$ cat config.mk
export PLATFORM = sky130hd
export DESIGN_NAME = wb_stage
export DESIGN_NICKNAME = d
export VERILOG_FILES = /design/src/rtl/wb_pkg.sv /design/src/rtl/wb_load_timer.sv /design/src/rtl/wb_stage.sv
export SDC_FILE = /design/constraint.sdc
export NUM_CORES = 1
export LEC_CHECK = 0
export CAP_MARGIN = 20
export CORE_UTILIZATION = 25
export CTS_BUF_LIST = sky130_fd_sc_hd__clkbuf_16
export DETAILED_ROUTE_END_ITERATION = 8
export SLEW_MARGIN = 30
export SYNTH_ARGS = -nofsm -noshare
export SYNTH_HDL_FRONTEND = slang
export SYNTH_SLANG_ARGS = --single-unit
$ cat constraint.sdc
create_clock -name clk -period 4.01 [get_ports clk]
set_input_delay 0.802 -clock clk [delete_from_list [all_inputs] [get_ports clk]]
set_output_delay 0.802 -clock clk [all_outputs]
set_load 0.005 [all_outputs]
$ cat src/rtl/wb_pkg.sv
// wb_pkg: shared definitions for the writeback stage.
//   - bit positions inside the 2-bit WB control field produced by decode
//   - writeback FSM state encoding
//   - default load-timeout value
//   - small helper deciding whether a write actually reaches the register file
package wb_pkg;

  localparam int WB_REG_WRITE = 0;
  localparam int WB_MEM_TO_REG = 1;

  localparam int LOAD_TIMEOUT_DEFAULT = 255;

  typedef enum logic [0:0] {
    IDLE      = 1'b0,
    WAIT_LOAD = 1'b1
  } wb_state_e;

  // r0 is architecturally zero, so a write to it never produces a strobe.
  function automatic logic wb_write_allowed(input logic reg_write, input logic [2:0] dst);
    return reg_write && (dst != 3'd0);
  endfunction

endpackage

$ cat src/rtl/wb_load_timer.sv
// wb_load_timer: 8-bit load timeout counter.
// Ports:
//   clk       in   clock
//   rst       in   asynchronous active-high reset
//   clear_i   in   force counter to zero (has priority over enable)
//   enable_i  in   count one more waiting cycle
//   expire_o  out  high when this enabled cycle brings the count up to LOAD_TIMEOUT
module wb_load_timer
  import wb_pkg::*;
#(
  parameter int LOAD_TIMEOUT = LOAD_TIMEOUT_DEFAULT
) (
  input  logic clk,
  input  logic rst,
  input  logic clear_i,
  input  logic enable_i,
  output logic expire_o
);

  // Value held by the counter in the last cycle allowed before abort.
  localparam logic [7:0] LAST_COUNT = 8'(LOAD_TIMEOUT - 1);

  logic [7:0] count_q;
  logic [7:0] count_d;

  // Next count: clear wins, otherwise advance while enabled.
  always_comb begin
    count_d = count_q;
    if (clear_i) begin
      count_d = 8'd0;
    end else if (enable_i) begin
      count_d = count_q + 8'd1;
    end else begin
      count_d = count_q;
    end
  end

  // Counter register.
  always_ff @(posedge clk or posedge rst) begin
    if (rst) begin
      count_q <= 8'd0;
    end else begin
      count_q <= count_d;
    end
  end

  // Expiry is flagged on the edge where the counter would reach LOAD_TIMEOUT,
  // so the stage spends exactly LOAD_TIMEOUT cycles waiting.
  assign expire_o = enable_i && !clear_i && (count_q == LAST_COUNT);

endmodule

$ cat src/rtl/wb_stage.sv
// wb_stage: writeback stage driving the register-file write port.
// Ports:
//   clk, rst              clock, asynchronous active-high reset
//   in_valid / in_ready   handshake with the MEM side (ready only in IDLE)
//   in_wb[1:0]            bit0 reg_write, bit1 mem_to_reg (load)
//   in_dst, in_alu        destination index and ALU result
//   mem_valid, mem_rdata  load data return
//   rw, dst, W1           registered write strobe (1-cycle), index, data
//   pending_valid/_dst    outstanding load, for hazard stalling
//   err                   sticky: load timeout or unsolicited mem_valid
module wb_stage
  import wb_pkg::*;
#(
  parameter int LOAD_TIMEOUT = LOAD_TIMEOUT_DEFAULT
) (
  input  logic        clk,
  input  logic        rst,
  input  logic        in_valid,
  output logic        in_ready,
  input  logic [1:0]  in_wb,
  input  logic [2:0]  in_dst,
  input  logic [31:0] in_alu,
  input  logic        mem_valid,
  input  logic [31:0] mem_rdata,
  output logic        rw,
  output logic [2:0]  dst,
  output logic [31:0] W1,
  output logic        pending_valid,
  output logic [2:0]  pending_dst,
  output logic        err
);

  wb_state_e   state_q, state_d;
  logic        rw_q, rw_d;
  logic [2:0]  dst_q, dst_d;
  logic [31:0] w1_q, w1_d;
  logic        err_q, err_d;
  logic [2:0]  pdst_q, pdst_d;
  logic        pwe_q, pwe_d;
  logic        timer_clear_s;
  logic        timer_enable_s;
  logic        timer_expire_s;

  assign timer_clear_s  = (state_q != WAIT_LOAD);
  assign timer_enable_s = (state_q == WAIT_LOAD) && !mem_valid;

  wb_load_timer #(
    .LOAD_TIMEOUT(LOAD_TIMEOUT)
  ) u_timer (
    .clk      (clk),
    .rst      (rst),
    .clear_i  (timer_clear_s),
    .enable_i (timer_enable_s),
    .expire_o (timer_expire_s)
  );

  // Next-state and next-output logic of the writeback FSM.
  always_comb begin
    state_d = state_q;
    rw_d    = 1'b0;
    dst_d   = dst_q;
    w1_d    = w1_q;
    err_d   = err_q;
    pdst_d  = pdst_q;
    pwe_d   = pwe_q;
    case (state_q)
      IDLE: begin
        if (in_valid && in_wb[WB_MEM_TO_REG]) begin
          if (mem_valid) begin
            // Data already present: complete the load without waiting.
            if (wb_write_allowed(in_wb[WB_REG_WRITE], in_dst)) begin
              rw_d  = 1'b1;
              dst_d = in_dst;
              w1_d  = mem_rdata;
            end else begin
              rw_d  = 1'b0;
            end
          end else begin
            state_d = WAIT_LOAD;
            pdst_d  = in_dst;
            pwe_d   = in_wb[WB_REG_WRITE];
          end
        end else if (in_valid) begin
          if (wb_write_allowed(in_wb[WB_REG_WRITE], in_dst)) begin
            rw_d  = 1'b1;
            dst_d = in_dst;
            w1_d  = in_alu;
          end else begin
            rw_d  = 1'b0;
          end
          // A return strobe with no load being accepted is unsolicited.
          if (mem_valid) begin
            err_d = 1'b1;
          end else begin
            err_d = err_q;
          end
        end else begin
          if (mem_valid) begin
            err_d = 1'b1;
          end else begin
            err_d = err_q;
          end
        end
      end
      WAIT_LOAD: begin
        // mem_valid is checked first so data beats a simultaneous timeout.
        if (mem_valid) begin
          if (wb_write_allowed(pwe_q, pdst_q)) begin
            rw_d  = 1'b1;
            dst_d = pdst_q;
            w1_d  = mem_rdata;
          end else begin
            rw_d  = 1'b0;
          end
          state_d = IDLE;
          pdst_d  = 3'd0;
          pwe_d   = 1'b0;
        end else if (timer_expire_s) begin
          state_d = IDLE;
          err_d   = 1'b1;
          pdst_d  = 3'd0;
          pwe_d   = 1'b0;
        end else begin
          state_d = WAIT_LOAD;
        end
      end
      default: begin
        state_d = IDLE;
        pdst_d  = 3'd0;
        pwe_d   = 1'b0;
      end
    endcase
  end

  // State and output registers.
  always_ff @(posedge clk or posedge rst) begin
    if (rst) begin
      state_q <= IDLE;
      rw_q    <= 1'b0;
      dst_q   <= 3'd0;
      w1_q    <= 32'd0;
      err_q   <= 1'b0;
      pdst_q  <= 3'd0;
      pwe_q   <= 1'b0;
    end else begin
      state_q <= state_d;
      rw_q    <= rw_d;
      dst_q   <= dst_d;
      w1_q    <= w1_d;
      err_q   <= err_d;
      pdst_q  <= pdst_d;
      pwe_q   <= pwe_d;
    end
  end

  assign in_ready      = (state_q == IDLE);
  assign pending_valid = (state_q == WAIT_LOAD);
  assign pending_dst   = pdst_q;
  assign rw            = rw_q;
  assign dst           = dst_q;
  assign W1            = w1_q;
  assign err           = err_q;

endmodule

# Word-level counts from Yosys, hierarchy flattened
# Index checks and enable logic that the tools add are counted.
# word_totals
register_bits,50
inputBits,73
output_inout_bits,42
wordCells,81
# op_classes
add_sub_neg,1
n_eq_ne,14
n_mux,44
bitwise,1
reduce_logical,13
# op_table
operator,n
$mux W32,7
$pmux W32 S2,1
$mux W3,10
$mux W1,18
$mux W8,2
$ne A2 B1 Y1 const B,6
$pmux W3 S2,2
$add A8 B1 Y8 const B,1
$eq A8 B8 Y1 const B,1
$ne A2 B2 Y1 const B,4
$pmux W1 S2,4
$reduce_and A4 Y1,2
$logic_and A1 B1 Y1,6
$ne A3 B2 Y1 const B,2
$reduce_bool A3 Y1,2
$reduce_and A5 Y1,1
$ne A3 B3 Y1 const B,1
$reduce_and A3 Y1,1
$logic_not A1 Y1,1
$not A1 Y1,1

# Logic depth before layout (Yosys ltp)
# Gate-level depths: netlist of the first run.
# depth
word_depth,7
depth_mapped,6
ltp_nobuf,6

# Modules after synthesis
# Synthesis of the first run repeated with hierarchy kept, for this count alone.
# hier_totals
hier_cells,192
area_unflattened_um2,2706.3
# modules_own_cells
module,instances,cells_each,area_each_um2,seq_area_each_um2
wb_stage,1,149,2292.2,1051.0
wb_load_timer,1,43,414.1,200.2

# Worst setup path after synthesis of the first run
# Ideal clock, no wire load.
# synth_timing
path_kind,input port to flip-flop
startpoint,in in_valid
endpoint,reg w1_q[2] (netlist: W1[2])
setup_time_ns,0.127
t_arrival_ns,2.040
required_time_ns,3.883
path_slack_ns,1.843
path_stages,4
path_buffers,1
cell_sequence,a21oi_2 > clkbuf_1 > mux2_2 > mux2_1
# synth_between
elab_chain_cells,3
elab_cells_between_ends,6
cone_classes,eq/ne (2); mux (2); reduce/logical (2)
# synth_rtl
element,line,text
start: declaration,wb_stage.sv:18,"input logic in_valid,"
$logic_and A1 B1 Y1,wb_stage.sv:68,if (in_valid && in_wb[WB_MEM_TO_REG]) begin
$ne A3 B3 Y1 (no source line) (tied with other cells),-,
$reduce_and A5 Y1 (no source line) or $pmux W32 S2 (tied branches),-,
end signal: assignment,wb_stage.sv:149,w1_q <= w1_d;
end: declaration,wb_stage.sv:36,"logic [31:0] w1_q, w1_d;"
# Several ways; a longest one is shown, not always the timed one.
# A chain may end at the register's enable or synchronous reset.

# Worst setup path in the final report of the first run
# layout_timing
startpoint,reg state_q (netlist: pending_valid)
endpoint,out in_ready
# layout_between
elab_chain_cells,1
# layout_rtl
element,line,text
start: declaration,wb_stage.sv:33,"wb_state_e state_q, state_d;"
start signal: assignment,wb_stage.sv:146,state_q <= state_d;
$not A1 Y1,-,
end: declaration,wb_stage.sv:19,"output logic in_ready,"
# No other way between the ends.

==> metrics.txt, run 1 <==
Layout area overhead 57.8%; Sink Count 50; vias 1871; Setup Fix Bufs, Post-CTS 0; ANT nets after route 0; Top FF cell, synth dfrtp_1; Detailed Route Iter0 Violations 28; Final min period 2.80 ns; Root Driver clkbuf_16; DRC Markers 0; Clk Latency, worst-skew pair 0.28 ns; type of origin of the critical path flop; multi-input logic area 1150 um^2; initial antenna violation count 0; asr flop ratio synth 1.00; nets@finish 384; most frequent cells in the layout clkdlybuf4s50_1, mux2_2, dfrtp_1; die area 10300 um^2; Area after DPL 3760 um^2; Crit-path slowest cell dfrtp_1; Via-to-Cell Ratio 4.26; library cells used by synthesis 31; mapped cell area approximately 2500 um^2; Final Cell Area 3910 um^2; clk slew on worst S/H paths approximately 0.06 ns; ant diodes 0; period utilisation layout 0.697; Filler cells just over 900; number of enable flip-flop cells after synthesis 0; crit-path max FO 18; Die X 102 um; status completed; total of max-cap violations 0; Tightest Pin Transition 0.634 ns; PortBufs 114; aggregate global-route resource usage 0.118; fin. max-slew vios 0; gpl congestion between 0.6 and 0.7; CP required 3.21 ns; PostCTS Resize Cnt 0; DP HPWL between 4 and 5 mm; fmax around 360 MHz; relative slew slack 0.577; commonest non-fill, non-tap cell in the layout clkdlybuf4s50_1; register area share after synthesis 0.505; first-pass GRT wire length 9.40 mm; crit path DAT approximately 2.0 ns; largest net degree at the start of global routing 51; number of global-route vias before repair ~1900; register bit total from synthesis 50; skew final 0.00557 ns; syn_area_per_cell 12.8 um^2; clk buf depth 2; Core Area between 9000 and 10000 um^2; Initial Util 0.263; CTS tree yes; final setup violation count 0; leakage 1.57 nW; H-tree levels 2; PwrDens 423 nW/um^2; Post-CTS Hold Buffers 0; layout cells sized above 1 0.245; grt ovf 0; Reg area roughly 1300 um^2; Hold Crit Class flop to flop; FP Rows 35; Post-Syn Instances 194; routed wire length 5.91 mm; Final Util 0.415; DRT Pass-1 Iters 4; Final Hold Vio Count 0; maximum VDD drop 0.199 mV; die height 102 um; per-cell routed wire length around 13 um; setup TNS 0 ns; synthesized net count 269; critical path's largest stage delay around 0.74 ns; CTS Buf Count 5; Worst Setup End Kind output pin; I/O pins between 100 and 150; RSZ-0062 raised after global routing no; Cell Chain, Critical Path clkinv_1, clkdlybuf4s50_1; Synth warnings 0; Setup CP Type flop to output pin
[logic make-up after synthesis]
| group | share of synthesized area |
|---|---|
| mux | 0.309 |
| flops | 0.505 |
| simple gates | 0.0642 |
| compound gates | 0.0561 |
| buf+inv | 0.0344 |
| xor+xnor | 0.0212 |
| fa+ha+maj | 0.0101 |
[path summary, 6_finish.rpt]
check | cells past startpoint | end | slack (ns) | from
setup / recovery | 2 | in_ready | 1.22 | pending_valid
hold / removal | 2 | err | 0.49 | err
setup reg to reg | 4 | W1[31] | 1.68 | pending_valid
hold reg to reg | 2 | err | 0.49 | err
max in group asynchronous | 2 | W1[30] | 2.62 | rst
min in group asynchronous | 2 | W1[17] | 0.97 | rst
[synthesized netlist by cell type (2+ instances only)]
library cell  count  area (um^2)
clkbuf_1          3         11.3
nand3_1           2         10.0
xor2_1            4         35.0
xnor2_1           2         17.5
buf_2             2         10.0
a21oi_1           6         30.0
nand2_1           9         33.8
nor2b_1           2         12.5
buf_6             3         33.8
inv_1             6         22.5
or3_1             2         12.5
nor2_1           11         41.3
nand3b_1          2         15.0
dfrtp_1          50         1250
o22ai_1           4         25.0
o21ai_0           5         25.0
mux2_2           61          687
mux2_1            6         67.6
ha_1              2         25.0
[per-stage QoR]
step                      hold slack, ns  instances  total power [W]  setup WS [ns]
after floorplan                    0.467        194         0.000900           1.84
after global placement             0.464        431          0.00125           1.01
after detailed placement           0.472        431          0.00126          0.989
after CTS                          0.488        439          0.00169           1.17
after global routing               0.519        439          0.00176           1.05
final                              0.487        439          0.00165           1.22
[power by group]
| part | internal (W) | leakage (nW) | switching [W] |
|---|---|---|---|
| combinational | 0.000391 | 0.886 | 0.000158 |
| sequential | 0.000627 | 0.612 | 0.0000676 |
| clock | 0.000229 | 0.0750 | 0.000179 |
| total | 0.00125 | 1.57 | 0.000405 |
[critical path, delay by kind of cell, from the launching register on]
kind	cells	cell delay, ns
buffers and inverters	2	0.97
flip-flops	1	0.74
[flip-flops by register name, summed over array words and instances, names as in the netlist]
| signal | cells |
|---|---|
| W1 | 32 |
| u_timer.count_q | 8 |
| dst | 3 |
| pending_dst | 3 |
| err | 1 |
| pending_valid | 1 |
| pwe_q | 1 |
| rw | 1 |
[cell type report]
type                            count  area share
Clock buffer                        5      0.0320
Tap cell                          129      0.0413
Inverter                            7     0.00736
Sequential cell                    50       0.320
Multi-Input combinational cell    128       0.294
Timing Repair Buffer              117       0.301
Clock inverter                      3     0.00448
[routing by layer]
metal	routed length, um	vias to the layer above	share of wire	global-route usage
li1	-	913	-	-
met1	2560	881	0.43	0.142
met2	2820	73	0.48	0.204
met3	493	4	0.083	0.0400
met4	36	0	0.0061	0.0268
met5	0	-	0	0
Power figures use the tool's default switching activity.
==> run 2: changes to the inputs <==
==> constraint.sdc (replaced) <==
create_clock -name clk -period 2.5 [get_ports clk]
set_input_delay 0.5 -clock clk [delete_from_list [all_inputs] [get_ports clk]]
set_output_delay 0.5 -clock clk [all_outputs]
set_load 0.005 [all_outputs]
==> run 2 against run 1 <==
  * Clock skew down 0.0015 ns
  * Sequential power up 60%
  * Core utilization is 0.62 points higher
  * Worst hold slack better by 0.0036 ns
  * Die area unchanged
  * Flip-flop and latch count did not move
  * Final area is 1.5% higher
  * Final cell count increased by 1.1%
  * Critical path depth rose by 4
  * Sequential share of layout area down 0.47 points
  * Via count rose by 0.43%
  * Combinational power up 64%
  * Largest cell class unchanged
==> metrics.txt, run 2 (same netlist as run 1, synthesis figures left out) <==
PwrDens 672 nW/um^2 (+59%); FP Rows 35 (unchanged); total power 0.00267 W (+61%); PostCTS Resize Cnt 0 (unchanged); Hold EP err; clk slew on worst S/H paths 0.07 ns (about the same); vias 1879 (+0.43%); maximum VDD drop 0.278 mV (+39%); RR Endpoint W1[15]; Via-to-Cell Ratio 4.23 (-0.70%); Die X 102 um (unchanged); relative slew slack 0.643 (+0.0654); Post-CTS Hold Buffers 0 (unchanged); ant diodes 0 (unchanged); DRC Markers 0 (unchanged); setup TNS 0 ns (unchanged); per-cell routed wire length 13.0 um (-3.4%); die height 102 um (unchanged); number of global-route vias before repair 1989 (+3.1%); status completed; total of max-cap violations 0 (unchanged); multi-input logic area 1150 um^2 (unchanged); CP required 2.67 ns (-0.54 ns); skew final 0.00409 ns (-0.00148 ns); crit-path max FO 36 (+18); leakage 1.60 nW (+1.6%); Core Area 9420 um^2 (unchanged); CTS tree yes; clk buf depth 2 (unchanged); Detailed Route Iter0 Violations 49 (+75%); RSZ-0062 raised after global routing no; grt ovf 0 (unchanged); Sink Count 50 (unchanged); ANT nets after route 0 (unchanged); Root Driver clkbuf_16; die area 10300 um^2 (unchanged); Final Hold Vio Count 0 (unchanged); DP HPWL 4.43 mm (+2.9%); DRT Pass-1 Iters 4 (unchanged); routed wire length 5.78 mm (-2.3%); Layout area overhead 60.2%; largest net degree at the start of global routing 37 (-27%); Reg area 1250 um^2 (unchanged); initial antenna violation count 0 (unchanged); commonest non-fill, non-tap cell in the layout clkdlybuf4s50_1; Clk Latency, worst-skew pair 0.28 ns (about the same); CTS Buf Count 5 (unchanged); crit path DAT 2.16 ns (+0.17 ns); gpl congestion 0.690 (+0.12%); I/O pins 115 (unchanged); most frequent cells in the layout clkdlybuf4s50_1, mux2_2, dfrtp_1; PortBufs 114 (unchanged); period utilisation layout 0.795; R2R cell count 4 (unchanged); nets@finish 389 (+1.3%); layout cells sized above 1 0.257 (+0.0120); final setup violation count 0 (unchanged); flop2flop setup slack 0.65 ns (-1.03 ns); type of origin of the critical path input port; Initial Util 0.263 (unchanged); first-pass GRT wire length 9.32 mm (-0.81%); fin. max-slew vios 0 (unchanged); RR Startpoint pending_dst[2]; Setup Fix Bufs, Post-CTS 0 (unchanged); hold path depth 2 (unchanged); HP Start err; Worst Setup End Kind flop; fmax 503 MHz; max reg flops 32 (unchanged); H-tree levels 2 (unchanged); Filler cells 895 (-1.9%); Tightest Pin Transition 0.535 ns (-0.0989 ns); Hold Crit Class flop to flop; Final min period 1.99 ns; aggregate global-route resource usage 0.117 (-0.000908); Setup CP Type input port to flop
==> run 2: worst max path at each step <==
stage | startpoint | endpoint | slack [ns]
5_1_grt | in_wb[1] | W1[9] | 0.44
3_3_place_gp | in_wb[1] | W1[16] | 0.25
2_1_floorplan | pending_valid | W1[2] | 0.61
3_5_place_dp | in_wb[1] | W1[15] | 0.19
4_1_cts | in_wb[1] | W1[15] | 0.50
6_report | in_wb[1] | W1[15] | 0.51
==> run 2: through the flow <==
stage	hold slack [ns]	worst slack, ns	instances	area, um^2	util
5_1_grt	0.515	0.439	444	3970	0.421
4_1_cts	0.490	0.500	444	3970	0.421
3_3_place_gp	0.468	0.246	436	3820	0.406
2_1_floorplan	0.467	0.610	194	2480	-
6_report	0.491	0.513	444	3970	0.421
3_5_place_dp	0.470	0.190	436	3820	0.406
==> run 2: worst max-delay path, stage by stage <==
cell and delay (ns):
clkdlybuf4s50_1 0.54, nor2b_1 0.19, a311oi_2 0.08, a41oi_4 0.22
buf_12 0.25, mux2_2 0.37
==> run 2: area by class of cell <==
type | instances | share of cell area
multi-input combinational | 128 | 0.289
inverter | 7 | 0.00662
timing repair buffer | 122 | 0.312
clock inverter | 3 | 0.00410
sequential | 50 | 0.315
tap | 129 | 0.0407
clock buffer | 5 | 0.0315
==> run 2: metal layers <==
layer | global-route usage | vias to the layer above | share of wire
met5 | 0 | - | 0
met4 | 0.0234 | 0 | 0.0076
met3 | 0.0393 | 6 | 0.084
met2 | 0.200 | 78 | 0.47
met1 | 0.144 | 873 | 0.43
li1 | - | 922 | -
==> run 2: report_power, final <==
part / leakage (nW) / internal, W / switching, W / total (W)
Sequential: 0.612 / 0.00101 / 0.000106 / 0.00111
Clock: 0.0672 / 0.000366 / 0.000290 / 0.000656
Combinational: 0.920 / 0.000641 / 0.000257 / 0.000898
Total: 1.60 / 0.00201 / 0.000653 / 0.00267
